File: config.mk
export PLATFORM = sky130hd
export DESIGN_NAME = prio_enc_irq
export DESIGN_NICKNAME = d
export VERILOG_FILES = /design/src/rtl/prio_enc_irq.sv
export SDC_FILE = /design/constraint.sdc
export NUM_CORES = 1
export LEC_CHECK = 0
export BUFFER_PORTS_ARGS = -buffer_cell sky130_fd_sc_hd__buf_2
export CAP_MARGIN = 20
export CORE_MARGIN = 2
export CORE_UTILIZATION = 49
export DETAILED_ROUTE_END_ITERATION = 8
export PLACE_DENSITY = 0.74
export SKIP_LAST_GASP = 1
export SLEW_MARGIN = 20
export SYNTH_ARGS = -nofsm -noshare
export SYNTH_HDL_FRONTEND = slang
export SYNTH_SLANG_ARGS = --single-unit
File: constraint.sdc
create_clock -name clk -period 2.75 [get_ports clk]
set_input_delay 0.55 -clock clk [delete_from_list [all_inputs] [get_ports clk]]
set_output_delay 0.55 -clock clk [all_outputs]
set_load 0.005 [all_outputs]
File: src/rtl/prio_enc_irq.sv
// prio_enc_irq: registered, parametrised priority encoder for active-low request lines.
//   Highest unmasked pending index wins. Requests are synchronised, can be masked per
//   line, and in latched mode short pulses are captured until acknowledged.
//
// Ports:
//   clk      - system clock
//   rst_n    - asynchronous active-low reset
//   ei_n     - enable input, active low (1 forces idle outputs and ignores ack)
//   req_n    - N active-low request lines, asynchronous to clk
//   mask     - N line masks, 1 excludes the line from setting and encoding
//   mode     - 0 level (transparent), 1 latched-pending with ack handshake
//   ack      - acknowledge for the presented code, active high
//   code_n   - active-low index of the highest unmasked pending line
//   gs_n     - group select, 0 when code_n is valid
//   eo_n     - enable output, 0 when enabled and nothing pending (cascade)
//   pending  - pending register contents
module prio_enc_irq #(
    parameter int unsigned N           = 8,
    parameter int unsigned SYNC_STAGES = 2,
    localparam int unsigned CW         = $clog2(N)
) (
    input  logic          clk,
    input  logic          rst_n,
    input  logic          ei_n,
    input  logic [N-1:0]  req_n,
    input  logic [N-1:0]  mask,
    input  logic          mode,
    input  logic          ack,
    output logic [CW-1:0] code_n,
    output logic          gs_n,
    output logic          eo_n,
    output logic [N-1:0]  pending
);

    typedef enum logic {StIdle = 1'b0, StHeld = 1'b1} ack_state_e;

    logic [N-1:0]  sync_q [SYNC_STAGES];
    logic [N-1:0]  sync_d [SYNC_STAGES];
    logic [N-1:0]  req_s;
    logic [N-1:0]  req_s_prev_q;
    logic [N-1:0]  rise;
    logic [N-1:0]  pend_q, pend_d;
    logic [N-1:0]  clr;
    logic [N-1:0]  cand;
    logic          win;
    logic [CW-1:0] win_idx;
    logic [CW-1:0] code_n_q, code_n_d;
    logic          gs_n_q, gs_n_d;
    logic          eo_n_q, eo_n_d;
    logic          ack_take;
    logic [CW-1:0] ack_idx;
    ack_state_e    ack_seen_q, ack_seen_d;

    // Synchroniser chain; idle (released) lines read as 1.
    always_comb begin
        sync_d[0] = req_n;
        for (int unsigned k = 1; k < SYNC_STAGES; k++) begin
            sync_d[k] = sync_q[k-1];
        end
    end

    assign req_s = ~sync_q[SYNC_STAGES-1] & ~mask;
    assign rise  = req_s & ~req_s_prev_q;

    // Set is OR-ed in after the clear, so a coincident set wins.
    always_comb begin
        pend_d = req_s;
        if (mode) begin
            pend_d = (pend_q & ~clr) | rise;
        end
    end

    // Priority encode: the last match in ascending order is the highest index.
    always_comb begin
        cand    = pend_q & ~mask;
        win     = 1'b0;
        win_idx = '0;
        for (int unsigned i = 0; i < N; i++) begin
            if (cand[i]) begin
                win     = 1'b1;
                win_idx = CW'(i);
            end
        end
    end

    always_comb begin
        code_n_d = '1;
        gs_n_d   = 1'b1;
        eo_n_d   = 1'b1;
        if (!ei_n) begin
            if (win) begin
                code_n_d = ~win_idx;
                gs_n_d   = 1'b0;
            end else begin
                eo_n_d   = 1'b0;
            end
        end
    end

    // Ack handshake: one clear per ack assertion, only while a code is displayed.
    assign ack_take = (ack_seen_q == StIdle) && ack && !gs_n_q && mode && !ei_n;
    assign ack_idx  = ~code_n_q;

    always_ff @(posedge clk or negedge rst_n) begin
        if (!rst_n) begin
            ack_seen_q <= StIdle;
        end else begin
            ack_seen_q <= ack_seen_d;
        end
    end

    always_comb begin
        ack_seen_d = ack_seen_q;
        unique case (ack_seen_q)
            StIdle:  if (ack_take) ack_seen_d = StHeld;
            StHeld:  if (!ack)     ack_seen_d = StIdle;
            default: ack_seen_d = StIdle;
        endcase
    end

    always_comb begin
        clr = '0;
        if (ack_take) begin
            clr = {{(N-1){1'b0}}, 1'b1} << ack_idx;
        end
    end

    always_ff @(posedge clk or negedge rst_n) begin
        if (!rst_n) begin
            for (int unsigned k = 0; k < SYNC_STAGES; k++) begin
                sync_q[k] <= '1;
            end
            req_s_prev_q <= '0;
            pend_q       <= '0;
            code_n_q     <= '1;
            gs_n_q       <= 1'b1;
            eo_n_q       <= 1'b1;
        end else begin
            for (int unsigned k = 0; k < SYNC_STAGES; k++) begin
                sync_q[k] <= sync_d[k];
            end
            req_s_prev_q <= req_s;
            pend_q       <= pend_d;
            code_n_q     <= code_n_d;
            gs_n_q       <= gs_n_d;
            eo_n_q       <= eo_n_d;
        end
    end

    assign code_n  = code_n_q;
    assign gs_n    = gs_n_q;
    assign eo_n    = eo_n_q;
    assign pending = pend_q;

endmodule

==> flow_summary.toml, run 1 <==
[floorplan]
start_util = 0.516
row_count = 19
die_y_um = 57.9
dieArea_um2 = 3350
io_pins = 34
die_w_um = 57.9
fp.coreArea_um2 = 2760

[clock_network]
cts_max_level = 2
clock_path_buffers = 2
cts_root_buffer = "clkbuf_4"
cts_buffers = 5
cts_sinks = 38
ctsResizeCount = 0
clkSlewWorstSetupHoldPaths_ns = 0.13
hold_buffers = 0
cts_tree = "yes"
clkLatencyLatePin_ns = 0.35
cts_setup_buffers = 0

[status]
status = "completed"

[routing]
via_count = 931
wl_mm = 2.48
dr.pass1.iters = 4
detail-route-antenna-nets = 0
drc = 0
drt-initial-drc-count = 24
wl_per_cell_um = 14.2
drt-vias-per-instance = 5.32

[setup_path]
startpoint = "code_n[0]$_DFF_PN1_"
end_kind = "output port"
cp_slowest_cell = "dfstp_2"
reg2reg_depth = 3
critical-path-top-delay-family = "flip-flops"
r2r_start = "code_n[2]$_DFF_PN1_"
path_cells = "buf_2"
crit_type = "reg2out"
worst-endpoint-arrival_ns = 1.10
startpoint_type = "flop"
crit_path_end = "code_n[0]"
timing.reg2reg.setup_slack_ns = 1.37
cp_slowest_stage_delay_ns = 0.62
crit_required_ns = 2.20
worstReg2RegEnd = "pending[0]$_DFF_PN0_"
crit_buf_inv = 1
crit_cells = 1
crit_fanout = 6

[logic_synthesis]
syn_nets = 126
syn_area_um2 = 1420
yosysWarnings = 0
syn_inst = 105
postSynthAreaPerCell_um2 = 13.5
synth_seq_area_share = 0.687
ys_seq_elements = 38
ys_types = 23

[placement]
hpwl_mm = 1.80
placed_area_um2 = 1610
portBuffers = 33
post-place-ws_ns = 1.10
globalplace.congestion = 0.830

[sta]
timing.fmax_ghz = 0.605
slew_viol_final = 0
postLayoutSetupSlackWorst_ns = 1.10
hold_viol_final = 0
setup_violations = 0
fin_tns_setup_ns = 0
finalCritPeriodShare = 0.602
fin_skew_ns = 0.0162
fin_crit_ns = 1.65
rsz0062_at_grt = "no"
worst_pin_slew_ns = 0.793
maxSlewHeadroom = 0.472
whs_ns = 0.264

[hold_path]
min_path_type = "in2async"

[layout]
final_nets = 164
nFillCells = 222
drive_above_1_share = 0.486
regArea_um2 = 977
fin_area_um2 = 1720
multi_input_area_um2 = 425
syn_to_final_growth_pct = 20.9
n_antenna_cell = 0

[power_and_ir_drop]
p_leak_nw = 0.753
swShare = 0.222
pwr-share-seq = 0.519
power_density_nw_per_um2 = 713
p_comb_frac = 0.096
switching_power_mw = 0.273
power.internal_mw = 0.954
ir_worst_vdd_mv = 0.742
clkPwrFrac = 0.385

[grt]
overflow = 0
grt_first_pass_wirelength_mm = 4.11
antenna_found_initial = 0
grt_pass1_vias = 941
grt_max_degree = 39
grt_usage = 0.172

[flow_run]
cap_violations = 0
[how the worst min path moves through the flow]
stage | startpoint | to | cells after the start
after floorplan | rst_n | ack_seen_q$_DFF_PN0_ | 0
after global placement | sync_d[1]$_DFF_PN1_ | sync_q[1]$_DFF_PN1_ | 0
after detailed placement | sync_d[5]$_DFF_PN1_ | sync_q[5]$_DFF_PN1_ | 0
after CTS | req_n[4] | sync_d[4]$_DFF_PN1_ | 1
after global routing | req_n[4] | sync_d[4]$_DFF_PN1_ | 1
final | rst_n | pending[1]$_DFF_PN0_ | 1
[cell type report]
| class | instances | area share |
|---|---|---|
| Clock buffer | 5 | 0.0218 |
| Clock inverter | 3 | 0.0400 |
| Inverter | 2 | 0.00436 |
| Multi-Input combinational cell | 63 | 0.247 |
| Sequential cell | 38 | 0.568 |
| Tap cell | 31 | 0.0225 |
| Timing Repair Buffer | 33 | 0.0960 |
[per-stage QoR]
step	std cells	total power, mW	utilization
6_report	175	1.23	0.624
5_1_grt	175	1.28	0.624
4_1_cts	175	1.24	0.624
3_5_place_dp	167	0.766	0.585
3_3_place_gp	167	0.760	0.585
2_1_floorplan	105	0.705	-
[layer usage]
| layer | track usage | part of all wire | vias to the layer above |
|---|---|---|---|
| met5 | 0 | 0 | - |
| met4 | 0.106 | 0.030 | 0 |
| met3 | 0.0603 | 0.056 | 8 |
| met2 | 0.260 | 0.47 | 27 |
| met1 | 0.213 | 0.44 | 457 |
| li1 | - | - | 439 |
[cells in the mapped netlist]
library cell  instances  area (µm²)
buf_4                 1        7.51
nand2b_4              1        13.8
nor2b_1              10        62.6
nand2_1              17        63.8
or2_2                 1        6.26
nor3_1                2        10.0
a21oi_1               2        10.0
nor4b_4               1        23.8
nand3_1               1        5.00
nand2b_1              1        6.26
inv_1                 2        7.51
dfrtp_1              17         425
o31ai_1               1        7.51
nor4_2                1        12.5
dfstp_2              21         552
and4bb_2              1        12.5
a32o_1                8        80.1
buf_2                 1        5.00
a2111oi_4             1        27.5
o311ai_1              1        8.76
nand4_1               2        12.5
nor3b_2               2        25.0
nor2_1               10        37.5
[power by group through the flow]
stage / clock, mW / combinational [mW] / sequential, mW
floorplan: 0 / 0.0626 / 0.643
global placement: 0 / 0.116 / 0.643
detailed placement: 0 / 0.119 / 0.647
CTS: 0.486 / 0.120 / 0.637
global route: 0.510 / 0.131 / 0.642
finish: 0.472 / 0.118 / 0.637
[kinds of logic (layout without fill, tap and decap cells)]
family                 after synthesis  after routing  share of synthesized area
AOI/OAI and AO/OA                   13             13                     0.0941
buffers and inverters                4             43                     0.0141
DFF                                 38             38                      0.687
and+or+nand+nor                     50             50                      0.205
[sequential cells by signal (all words and copies together), names as in the netlist]
signal	flops
ack_seen_q	1
code_n	3
eo_n	1
gs_n	1
pending	8
req_s_prev_q	8
sync_d	8
sync_q	8
[placed cells by master, fill, tap and decap left out]
cell | Yosys | routed
a2111oi_4 | 1 | 1
a21oi_1 | 2 | 2
a32o_1 | 8 | 8
and4bb_2 | 1 | 1
buf_2 | 1 | 33
bufinv_16 | 0 | 2
clkbuf_4 | 0 | 5
clkinv_4 | 0 | 1
dfrtp_1 | 17 | 17
dfstp_2 | 21 | 21
inv_1 | 2 | 2
nand2_1 | 17 | 17
nand2b_1 | 1 | 1
nand2b_4 | 1 | 1
nand3_1 | 1 | 1
nand4_1 | 2 | 2
nor2_1 | 10 | 10
nor2b_1 | 10 | 10
nor3_1 | 2 | 2
nor3b_2 | 2 | 2
nor4_2 | 1 | 1
nor4b_4 | 1 | 1
o311ai_1 | 1 | 1
o31ai_1 | 1 | 1
or2_2 | 1 | 1
(Power assumes the default switching activity.)
==> run 2: changes to the inputs <==
--- a/config.mk
+++ b/config.mk
@@ -8,9 +8,9 @@
 export BUFFER_PORTS_ARGS = -buffer_cell sky130_fd_sc_hd__buf_2
 export CAP_MARGIN = 20
 export CORE_MARGIN = 2
-export CORE_UTILIZATION = 49
+export CORE_UTILIZATION = 46
 export DETAILED_ROUTE_END_ITERATION = 8
-export PLACE_DENSITY = 0.74
+export PLACE_DENSITY = 0.73
 export SKIP_LAST_GASP = 1
 export SLEW_MARGIN = 20
 export SYNTH_ARGS = -nofsm -noshare
==> constraint.sdc (replaced) <==
create_clock -name clk -period 1.51 [get_ports clk]
set_input_delay 0.302 -clock clk [delete_from_list [all_inputs] [get_ports clk]]
set_output_delay 0.302 -clock clk [all_outputs]
set_load 0.005 [all_outputs]
==> run 2 against run 1 <==
Via count up 1.7%. Register-to-register slack worse by 1.2 ns. Clock power up 4%. Sequential cell count unchanged. Sequential power up 82%. Largest power group unchanged. Global-route usage down 0.11 points. Utilization down 5.6 points. Largest cell class unchanged. Critical endpoint unchanged. Count of clock-buffer cells in the layout up 1.
==> flow_summary.toml, run 2 (synthesized netlist as in run 1, its figures left out) <==
[status]
status = "completed"

[layout]
final_common_cell = "buf_2"
final_nets = 167
final_cell_mix = "buf_2, dfstp_2, nand2_1, dfrtp_1"
drive_above_1_share = 0.483
syn_to_final_growth_pct = 19.9
post-route-util = 0.568
n_antenna_cell = 0

[setup_path]
end_kind = "output port"
startpoint_type = "flop"
reg2reg_depth = 3
r2r_start = "code_n[2]$_DFF_PN1_"
crit_required_ns = 1.21
worstReg2RegEnd = "pending[0]$_DFF_PN0_"
critical-path-top-delay-family = "flip-flops"
crit_buf_inv = 1
cp_slowest_cell = "dfstp_2"
cp_slowest_stage_delay_ns = 0.61
crit_type = "reg2out"
crit_fanout = 6
path_cells = "buf_2"
timing.reg2reg.setup_slack_ns = 0.14
worst-endpoint-arrival_ns = 1.09

[floorplan]
fp.coreArea_um2 = 3000
die_y_um = 59.6
dieArea_um2 = 3550
die_w_um = 59.6
row_count = 20
start_util = 0.474
io_pins = 34

[clock_network]
cts_root_buffer = "clkbuf_4"
cts_setup_buffers = 0
cts_tree = "yes"
clkLatencyLatePin_ns = 0.34
cts_buffers = 5
clkSlewWorstSetupHoldPaths_ns = 0.12
cts_max_level = 2
clock_path_buffers = 2
ctsResizeCount = 0
cts_sinks = 38

[routing]
wl_mm = 2.50
wl_per_cell_um = 13.9
drt-initial-drc-count = 36
via_count = 947
detail-route-antenna-nets = 0
drt-vias-per-instance = 5.26
dr.pass1.iters = 4
drc = 0

[sta]
hold_viol_final = 0
maxSlewHeadroom = 0.717
setup_violations = 0
slew_viol_final = 0
whs_ns = 0.0396
fin_crit_ns = 1.39
postLayoutSetupSlackWorst_ns = 0.122
fin_tns_setup_ns = 0
rsz0062_at_grt = "no"
finalCritPeriodShare = 0.919
fin_skew_ns = 0.0170
worst_pin_slew_ns = 0.424
timing.fmax_ghz = 0.720

[hold_path]
whs_path_depth = 1
hold_path_end = "sync_d[4]$_DFF_PN1_"
hp-start = "req_n[4]"
min_path_type = "in2reg"

[grt]
busiest_layer = "met2"
met1_usage = 0.210
grt_pass1_vias = 969
grtUsageMet3 = 0.0480
grt_max_degree = 22
grtUsageMet2 = 0.267
antenna_found_initial = 0
overflow = 0
grt_usage = 0.171
grt_first_pass_wirelength_mm = 4.34

[power_and_ir_drop]
power_mw = 1.88
ir_worst_vdd_mv = 0.541
power_density_nw_per_um2 = 1100
p_leak_nw = 0.748

[flow_run]
cap_violations = 0

[placement]
post-place-ws_ns = 0.153
portBuffers = 33
hpwl_mm = 1.91
globalplace.congestion = 0.829
==> run 2: power breakdown <==
part	switching, mW	internal (mW)
logic	0.112	0.114
clock network	0.313	0.177
registers	0.0450	1.11
==> run 2: final cells by class <==
| class | instances | area [µm²] |
|---|---|---|
| clock buffers | 6 | 41.3 |
| clock inverters | 2 | 10.0 |
| fillers | 260 | 1300 |
| inverters | 2 | 7.51 |
| multi-input cells | 63 | 425 |
| flip-flops and latches | 38 | 977 |
| well taps | 33 | 41.3 |
| repair buffers | 36 | 203 |
==> run 2: routing by layer <==
metal,vias to the layer above,share of wire
li1,449,-
met1,469,0.43
met2,21,0.50
met3,8,0.043
met4,0,0.026
met5,-,0
==> run 2: timing repair <==
action                                  in CTS  in global routing
endpoints found under the setup margin       0                  0
hold endpoints to repair                     9                  0
hold buffers                                 1                  0
==> run 2: how the worst max path moves through the flow <==
| stage | cells after the start | from | slack [ns] | endpoint |
|---|---|---|---|---|
| 2_1_floorplan | 3 | code_n[2]$_DFF_PN1_ | 0.25 | pending[0]$_DFF_PN0_ |
| 3_3_place_gp | 3 | code_n[2]$_DFF_PN1_ | 0.18 | pending[0]$_DFF_PN0_ |
| 3_5_place_dp | 3 | code_n[2]$_DFF_PN1_ | 0.15 | pending[0]$_DFF_PN0_ |
| 4_1_cts | 3 | code_n[2]$_DFF_PN1_ | 0.11 | pending[0]$_DFF_PN0_ |
| 5_1_grt | 3 | code_n[2]$_DFF_PN1_ | 0.08 | pending[0]$_DFF_PN0_ |
| 6_report | 1 | code_n[0]$_DFF_PN1_ | 0.12 | code_n[0] |
==> run 2: through the flow <==
step | cells | instance area [µm²]
floorplan | 105 | 1420
global placement | 171 | 1640
detailed placement | 171 | 1640
CTS | 180 | 1710
global route | 180 | 1710
finish | 180 | 1710
==> run 2: worst reg2reg max path, cell delays in order, from the launching register on <==
cell and delay (ns):
dfstp_2 0.59, and4bb_2 0.29, nand4_1 0.12, a32o_1 0.27
